==> src/rtl/skid_pkg.sv <==
// Shared types and constants for the skid buffer.
// Latency: n/a (declarations only).
// Backpressure: n/a.
package skid_pkg;

    // EMPTY: nothing held; BUSY: main register full; FULL: main and skid full.
    typedef enum logic [1:0] {
        EMPTY = 2'd0,
        BUSY  = 2'd1,
        FULL  = 2'd2
    } state_t;

    localparam int STALL_CNT_W = 16;

endpackage

==> src/rtl/skid_buffer.sv <==
// Fully registered skid buffer: main + skid register, every output driven from a flop.
// Latency: one edge from input transfer to out_valid/out_data; one word per cycle sustained.
// Backpressure: in_ready drops one edge after a stall fills the skid register; optional stall_cnt under SKID_STALL_CNT_EN.
module skid_buffer
    import skid_pkg::*;
#(
    parameter int W = 8
) (
    input  logic         clk,
    input  logic         reset_n,
    input  logic [W-1:0] in_data,
    input  logic         in_valid,
    output logic         in_ready,
    output logic [W-1:0] out_data,
    output logic         out_valid,
    input  logic         out_ready
`ifdef SKID_STALL_CNT_EN
    ,
    output logic [STALL_CNT_W-1:0] stall_cnt
`endif
);

    state_t       state;
    logic [W-1:0] skid;
    logic         take;

    // A word is only taken when the registered in_ready was high at the edge.
    assign take = in_valid & in_ready;

    // Occupancy FSM; in_ready/out_valid are registered alongside the state.
    // in_ready is held low through reset and rises on the first edge after release.
    always_ff @(posedge clk or negedge reset_n) begin
        if (!reset_n) begin
            state     <= EMPTY;
            out_valid <= 1'b0;
            in_ready  <= 1'b0;
            out_data  <= '0;
            skid      <= '0;
        end else begin
            case (state)
                EMPTY: begin
                    in_ready <= 1'b1;
                    if (take) begin
                        out_data  <= in_data;
                        out_valid <= 1'b1;
                        state     <= BUSY;
                    end
                end
                BUSY: begin
                    if (take && out_ready) begin
                        out_data <= in_data;
                    end else if (take) begin
                        skid     <= in_data;
                        in_ready <= 1'b0;
                        state    <= FULL;
                    end else if (out_ready) begin
                        out_valid <= 1'b0;
                        state     <= EMPTY;
                    end
                end
                FULL: begin
                    // Upstream is already blocked, so in_valid plays no part here.
                    if (out_ready) begin
                        out_data <= skid;
                        in_ready <= 1'b1;
                        state    <= BUSY;
                    end
                end
                default: begin
                    state     <= EMPTY;
                    out_valid <= 1'b0;
                    in_ready  <= 1'b1;
                end
            endcase
        end
    end

`ifdef SKID_STALL_CNT_EN
    // Saturating count of edges where a held word was refused downstream.
    always_ff @(posedge clk or negedge reset_n) begin
        if (!reset_n) begin
            stall_cnt <= '0;
        end else if (out_valid && !out_ready && (stall_cnt != {STALL_CNT_W{1'b1}})) begin
            stall_cnt <= stall_cnt + STALL_CNT_W'(1);
        end
    end
`else
    // No stall counter in this build.
`endif

endmodule

==> config.mk <==
export PLATFORM = sky130hd
export DESIGN_NAME = skid_buffer
export DESIGN_NICKNAME = d
export VERILOG_FILES = /design/src/rtl/skid_pkg.sv /design/src/rtl/skid_buffer.sv
export SDC_FILE = /design/constraint.sdc
export NUM_CORES = 1
export LEC_CHECK = 0
export CAP_MARGIN = 15
export CORE_ASPECT_RATIO = 1.2
export CORE_MARGIN = 3
export CORE_UTILIZATION = 40
export DETAILED_ROUTE_END_ITERATION = 10
export PLACE_DENSITY = 0.67
export SLEW_MARGIN = 20
export SYNTH_ARGS = -nofsm -noshare
export SYNTH_HDL_FRONTEND = slang
export SYNTH_SLANG_ARGS = --single-unit
==> constraint.sdc <==
create_clock -name clk -period 1.91 [get_ports clk]
set_input_delay 0.191 -clock clk [delete_from_list [all_inputs] [get_ports clk]]
set_output_delay 0.191 -clock clk [all_outputs]
set_load 0.01 [all_outputs]
; Yosys cells after proc, flatten, opt, wreduce, memory -nomap -nowiden
; Index checks and enable logic that the tools add are counted.
[word_totals]
register_bits = 20
word_cells = 45
[classes]
n_eq_ne = 10
muxes = 19
bitwise = 3
n_reduce_logical = 8
[ops]
columns = cell, n
row1 = 8-bit two-way mux, 3
row2 = 8-bit one-hot mux with 3 select lines, 1
row3 = "2-bit inequality test, second input constant", 7
row4 = 2-bit two-way mux, 5
row5 = 4-bit AND reduction, 2
row6 = 1-bit two-way mux, 7
row7 = 2-bit one-hot mux with 3 select lines, 1
row8 = 3-bit AND reduction, 2
row9 = 5-bit AND reduction, 1
row10 = "3-bit inequality test, second input constant", 1
row11 = 1-bit one-hot mux with 3 select lines, 1
row12 = 3-bit nonzero test, 1
row13 = "2-bit by 1-bit equality test with 1-bit output, second input constant", 1
row14 = "2-bit equality test, second input constant", 1
row15 = 2-bit zero test, 1
row16 = 1-bit NOT, 2
row17 = 1-bit one-hot mux with 2 select lines, 1
row18 = 1-bit AND, 1
row19 = 1-bit logical AND, 1

; Logic depth before layout (Yosys ltp)
; Gate-level depths: netlist of the first run.
[logic_depth]
word_depth = 4
mapped_depth = 5

; Worst setup path after synthesis of the first run
; OpenSTA, ideal clock, no wires.
[synth_timing]
path_type = reg-to-reg
start = reg state[1]
end = reg skid[0]
setup_time_ns = 0.125
t_arrival_ns = 1.197
required_time_ns = 1.785
slack_ns = 0.588
stages_incl_launch_ff = 5
n_path_buf = 1
synth_period_minus_slack_ns = 1.322
path_cell_list = dfrtp_1 > buf_2 > nand4b_4 > nor2_4 > mux2_2
[synth_via]
elab_chain_len = 2
[synth_lines]
columns = item, line_no
row1 = "start, declared", skid_buffer.sv:23  ; state_t state;
row2 = "start signal, assigned", skid_buffer.sv:34  ; state <= EMPTY;
row3 = "start signal, assigned", skid_buffer.sv:46  ; state <= BUSY;
row4 = "start signal, assigned", skid_buffer.sv:55  ; state <= FULL;
row5 = 2-bit by 1-bit equality test with 1-bit output, skid_buffer.sv:40  ; case (state)
row6 = 3-bit AND reduction (no source line), n/a
row7 = "end signal, assigned", skid_buffer.sv:53  ; skid <= in_data;
row8 = "end, declared", skid_buffer.sv:24  ; logic [W-1:0] skid;
; No other way between the ends.
; A chain may end at the register's enable or synchronous reset.

; Worst setup path in the final report of the first run
[layout_timing]
start = reg in_ready
end = out in_ready
[layout_lines]
columns = item, line_no
row1 = "start, declared", skid_buffer.sv:13  ; output logic in_ready,
row2 = "start signal, assigned", skid_buffer.sv:36  ; in_ready <= 1'b0;
row3 = "start signal, assigned", skid_buffer.sv:42  ; in_ready <= 1'b1;
row4 = "start signal, assigned", skid_buffer.sv:54  ; in_ready <= 1'b0;
; No word-level cell between the ends.

==> results.json, run 1 <==
{
  "cts.clk_slew.worst_paths_ns": 0.13,
  "run_status": "finished, final reports clean",
  "synthCells": 69,
  "r2r_start": "state[1]",
  "hold_class": "primary input to asynchronous set/reset pin",
  "switching_power_w": 0.000577,
  "p_leak_nw": 0.491,
  "overflow": 0,
  "initial_core_util_pct": 43.2,
  "cp_slowest_cell": "clkdlybuf4s50_1",
  "regToRegSetupSlack_ns": 0.44,
  "worst_skew_pair.late_latency_ns": 0.32,
  "final_util_pct": 58.1,
  "start_kind": "register",
  "yosys-top-cells-count": "dfrtp_1 (20), mux2_2 (8), o21a_1 (8), o32a_1 (8)",
  "syn_area_um2": 915,
  "power_frac_seq_pct": 42.0,
  "cp_max_fo": 7,
  "path_cells": "clkdlybuf4s50_1",
  "ir_worst_vdd_v": 0.000794,
  "synth_flop_cell": "dfrtp_1",
  "dp.cells": 121,
  "via_per_inst": 5.38,
  "ys_seq_area_share_pct": 54.7,
  "arrival_ns": 1.45,
  "yosysTopAreaCellShare_pct": 54.7,
  "hold_buffers": 0,
  "fp.dieArea_um2": 2900,
  "vias": 673,
  "gp_congestion": 0.730,
  "cts_setup_buffers": 0,
  "min_period_ns": 1.64,
  "swShare_pct": 30.9,
  "cp.required_ns": 1.72,
  "antenna_found_initial": 0,
  "final_hold_viol_count": 0,
  "antenna_left": 0,
  "synth.area.top_cells": "dfrtp_1 (55%), mux2_2 (9.8%), o32a_1 (8.8%)",
  "drc": 0,
  "crit_buf_inv": 1,
  "postSynthAreaPerCell_um2": 13.3,
  "p_int_w": 0.00129,
  "rsz0062_at_grt": "false",
  "routed_wl_um": 1930,
  "grt_pass1_vias": 699,
  "drt-wirelength-per-cell_um": 15.4,
  "layout-drive-gt1-share_pct": 22.1,
  "synthDistinctLibCells": 23,
  "slowest_delay_ns": 0.60,
  "reg2regPathDepth": 3,
  "critPathTopFamily": "buffers and inverters",
  "post_cts_resized": 0,
  "cts.sink_count": 20,
  "areaGrowthSynthToFinish_pct": 34.5,
  "period_share_pct": 86.1,
  "powerDensity_nw_per_um2": 1520,
  "slew_violations": 0,
  "rows": 18,
  "maxCapViolations": 0,
  "synth_most_common_cell": "dfrtp_1",
  "synth_nets": 81,
  "die_h_um": 58.4,
  "reg2reg_to": "skid[7]",
  "pin_count": 22,
  "grt_pass1_wl_um": 3220,
  "die-width_um": 49.7,
  "setup-tns-final_ns": 0,
  "relSlewSlack_pct": 72.6,
  "endpoint_kind": "output pin",
  "power_frac_comb_pct": 39.1,
  "dpl.hpwl_um": 1400,
  "finalPower_w": 0.00187,
  "critPathKind": "register to output pin",
  "fillers": 209,
  "ys_async_sr_fraction_pct": 100,
  "clock_path_buffers": 2,
  "setup_viol": 0,
  "first_pass_iters": 4,
  "skew_ns": 0.0190,
  "cts_tree": "done",
  "htreeDepth": 1,
  "antennaDiodeCount": 0,
  "fin_cells": 125,
  "place.port_buffers": 21,
  "numCtsBuffers": 3,
  "tightest_slew_ns": 0.410,
  "synth_top_area_cell": "dfrtp_1",
  "drt_iter0_drc": 12,
  "core_area_um2": 2120,
  "track_usage_pct": 14.5,
  "root_buffer": "clkbuf_4",
  "ys_warn_count": 0,
  "grt_max_degree": 21,
  "clock.fmax_mhz": 608,
  "ys_seq_elements": 20,
  "synth_edf_count": 0,
  "clockPowerShare_pct": 18.9,
  "nets": 108
}
placed cells by master (no fill, tap or decap), types with 2 or more instances in the layout:
master,count
dfrtp_1,20
o21a_1,8
mux2_2,8
buf_4,4
o21ai_0,2
inv_1,3
clkdlybuf4s50_1,21
a21oi_1,2
o32a_1,8
clkbuf_4,3
routing by layer:
metal / wire, um / up-vias / part of all wire, % / track usage (%)
met1: 869 / 333 / 45 / 17.7
met3: 80 / 5 / 4.1 / 2.28
li1: - / 316 / - / -
met4: 31 / 0 / 1.6 / 5.93
met5: 0 / - / 0 / 0
met2: 947 / 19 / 49 / 25.5
power groups by stage:
| stage | registers (W) | clock network, W | logic (W) |
|---|---|---|---|
| after floorplan | 0.000795 | 0 | 0.000387 |
| after global placement | 0.000784 | 0 | 0.000719 |
| after detailed placement | 0.000793 | 0 | 0.000736 |
| after CTS | 0.000786 | 0.000358 | 0.000738 |
| after global routing | 0.000813 | 0.000373 | 0.000792 |
| final | 0.000785 | 0.000352 | 0.000730 |
registers in the layout, indices dropped and copies added (netlist names):
name,cells
out_valid,1
skid,8
in_ready,1
state,2
out_data,8
how the worst max path moves through the flow:
stage	startpoint	to	slack (ns)	cells past startpoint
finish	in_ready	in_ready	0.27	1
global route	in_ready	in_ready	0.21	1
CTS	in_ready	in_ready	0.26	1
detailed placement	in_valid	skid[6]	0.15	4
global placement	in_valid	skid[1]	0.19	4
floorplan	state[1]	skid[0]	0.59	4
metrics by stage:
stage / cell area, um2 / hold slack [ns] / setup slack [ns]
global route: 1230 / 0.231 / 0.212
global placement: 1180 / 0.478 / 0.190
CTS: 1230 / 0.216 / 0.259
floorplan: 915 / -0.105 / 0.588
detailed placement: 1180 / 0.487 / 0.148
finish: 1230 / 0.200 / 0.266
area by class of cell:
cell class              count  area, um2  share of cell area, %
repair buffers             25        240                   19.5
clock buffers               3       22.5                   1.83
flip-flops and latches     20        500                   40.7
clock inverters             1       30.0                   2.44
multi-input cells          43        388                   31.5
inverters                   3       11.3                  0.916
well taps                  30       37.5                   3.05
cell families after synthesis:
group	synth area share (%)
AO/OA/AOI/OAI	20.8
flip-flops	54.7
AND/OR/NAND/NOR	10.7
multiplexers	10.9
buffers and inverters	2.87
Power figures use the tool's default switching activity.
==> inputs of run 2 (changes only) <==
PLACE_DENSITY = 0.78   (was 0.67)
RECOVER_POWER = 100   (was default)
SETUP_SLACK_MARGIN = 0.2   (was default)
==> results.json, run 2 (same netlist as run 1, synthesis figures left out) <==
{
  "arrival_ns": 1.41,
  "track_usage_pct": 13.2,
  "via_per_inst": 5.10,
  "fp.dieArea_um2": 2900,
  "root_buffer": "clkbuf_4",
  "antennaDiodeCount": 0,
  "power_frac_seq_pct": 46.7,
  "switching_power_w": 0.000512,
  "drt-wirelength-per-cell_um": 13.6,
  "wl_met3_um": 74,
  "final_common_cell": "dfrtp_1",
  "skew_ns": 0.00470,
  "run_status": "finished, final reports clean",
  "post_cts_resized": 0,
  "worst_skew_pair.late_latency_ns": 0.29,
  "die_h_um": 58.4,
  "die-width_um": 49.7,
  "antenna_left": 0,
  "path_cells": "dlygate4sd3_1",
  "routed_wl_um": 1690,
  "ir_worst_vdd_v": 0.000688,
  "endpoint_kind": "output pin",
  "drt_iter0_drc": 9,
  "final_cell_mix": "dfrtp_1 (20), dlygate4sd3_1 (11), clkdlybuf4s50_1 (10)",
  "rows": 18,
  "min_period_ns": 1.60,
  "numCtsBuffers": 3,
  "htreeDepth": 1,
  "overflow": 0,
  "power_frac_comb_pct": 41.4,
  "pre_cts_ws_ns": 0.176,
  "cts.sink_count": 20,
  "gp_congestion": 0.714,
  "setup-tns-final_ns": 0,
  "clock.fmax_mhz": 625,
  "period_share_pct": 83.8,
  "cp_slowest_cell": "dlygate4sd3_1",
  "p_int_w": 0.00110,
  "dpl.hpwl_um": 1240,
  "hold_buffers": 0,
  "vias": 633,
  "critPathTopFamily": "buffers and inverters",
  "clockPowerShare_pct": 11.8,
  "layout-drive-gt1-share_pct": 18.1,
  "relSlewSlack_pct": 28.9,
  "regArea_um2": 500,
  "place.port_buffers": 21,
  "cts.clk_slew.worst_paths_ns": 0.10,
  "layout_setup_ws_ns": 0.310,
  "pin_count": 22,
  "maxCapViolations": 0,
  "r2r_start": "state[1]",
  "p_leak_nw": 0.459,
  "critPathKind": "register to output pin",
  "cts_setup_buffers": 0,
  "slowest_delay_ns": 0.64,
  "final_hold_viol_count": 0,
  "tightest_slew_ns": 1.07,
  "setup_viol": 0,
  "initial_core_util_pct": 43.2,
  "powerDensity_nw_per_um2": 1380,
  "nets": 108,
  "placed_cell_area_um2": 1180,
  "regToRegSetupSlack_ns": 0.31,
  "core_area_um2": 2120,
  "fin_area_um2": 1170,
  "crit_buf_inv": 1,
  "dr_wl_met2_um": 807,
  "grt_pass1_wl_um": 2960,
  "grt_max_degree": 21,
  "first_pass_iters": 4,
  "swShare_pct": 31.8,
  "clock_path_buffers": 2,
  "worstSetupStartpoint": "in_ready",
  "drc": 0,
  "rsz0062_at_grt": "false",
  "multi_input_area_um2": 364,
  "holdCritStartpoint": "out_data[7]",
  "cts_tree": "done",
  "antenna_found_initial": 0,
  "start_kind": "register",
  "reg.largest.list": "out_data: 8 flops, skid: 8 flops, state: 2 flops",
  "m1WireLength_um": 773,
  "slew_violations": 0,
  "top_layer": "met4",
  "grt_pass1_vias": 671,
  "final_util_pct": 55.4,
  "areaGrowthSynthToFinish_pct": 28.2,
  "hold_class": "register to register",
  "fillers": 201,
  "fin_hold_ws_ns": 0.489,
  "cp.required_ns": 1.72,
  "cp_max_fo": 7
}
[run 2: path summary, 6_finish.rpt]
| kind | to | depth (start not counted) |
|---|---|---|
| max in group asynchronous | skid[7] | 2 |
| min | out_data[7] | 1 |
| max reg2reg | skid[6] | 3 |
| min in group asynchronous | state[1] | 2 |
| min reg2reg | out_data[7] | 1 |
| max | in_ready | 1 |
[run 2: final cells by class]
type	instances	area share, %
multi-input cells	43	31.1
repair buffers	25	20.2
inverters	3	0.961
well taps	30	3.20
clock buffers	3	1.92
flip-flops and latches	20	42.7
[run 2: metal layers]
metal  up-vias  GRT usage (%)
met1       299           16.4
met2        16           21.9
met3         4           2.78
li1        314              -
met4         0           5.93
met5         -              0
[run 2: per-stage QoR]
stage	power (W)	instances
floorplan	0.00118	69
global placement	0.00149	121
detailed placement	0.00152	121
CTS	0.00171	124
global route	0.00174	124
finish	0.00161	124
[run 2: power by group through the flow]
stage	sequential, W	clock (W)	combinational (W)
6_report	0.000753	0.000191	0.000668
5_1_grt	0.000786	0.000226	0.000727
4_1_cts	0.000771	0.000199	0.000740
3_5_place_dp	0.000778	0	0.000738
3_3_place_gp	0.000766	0	0.000723
2_1_floorplan	0.000795	0	0.000387
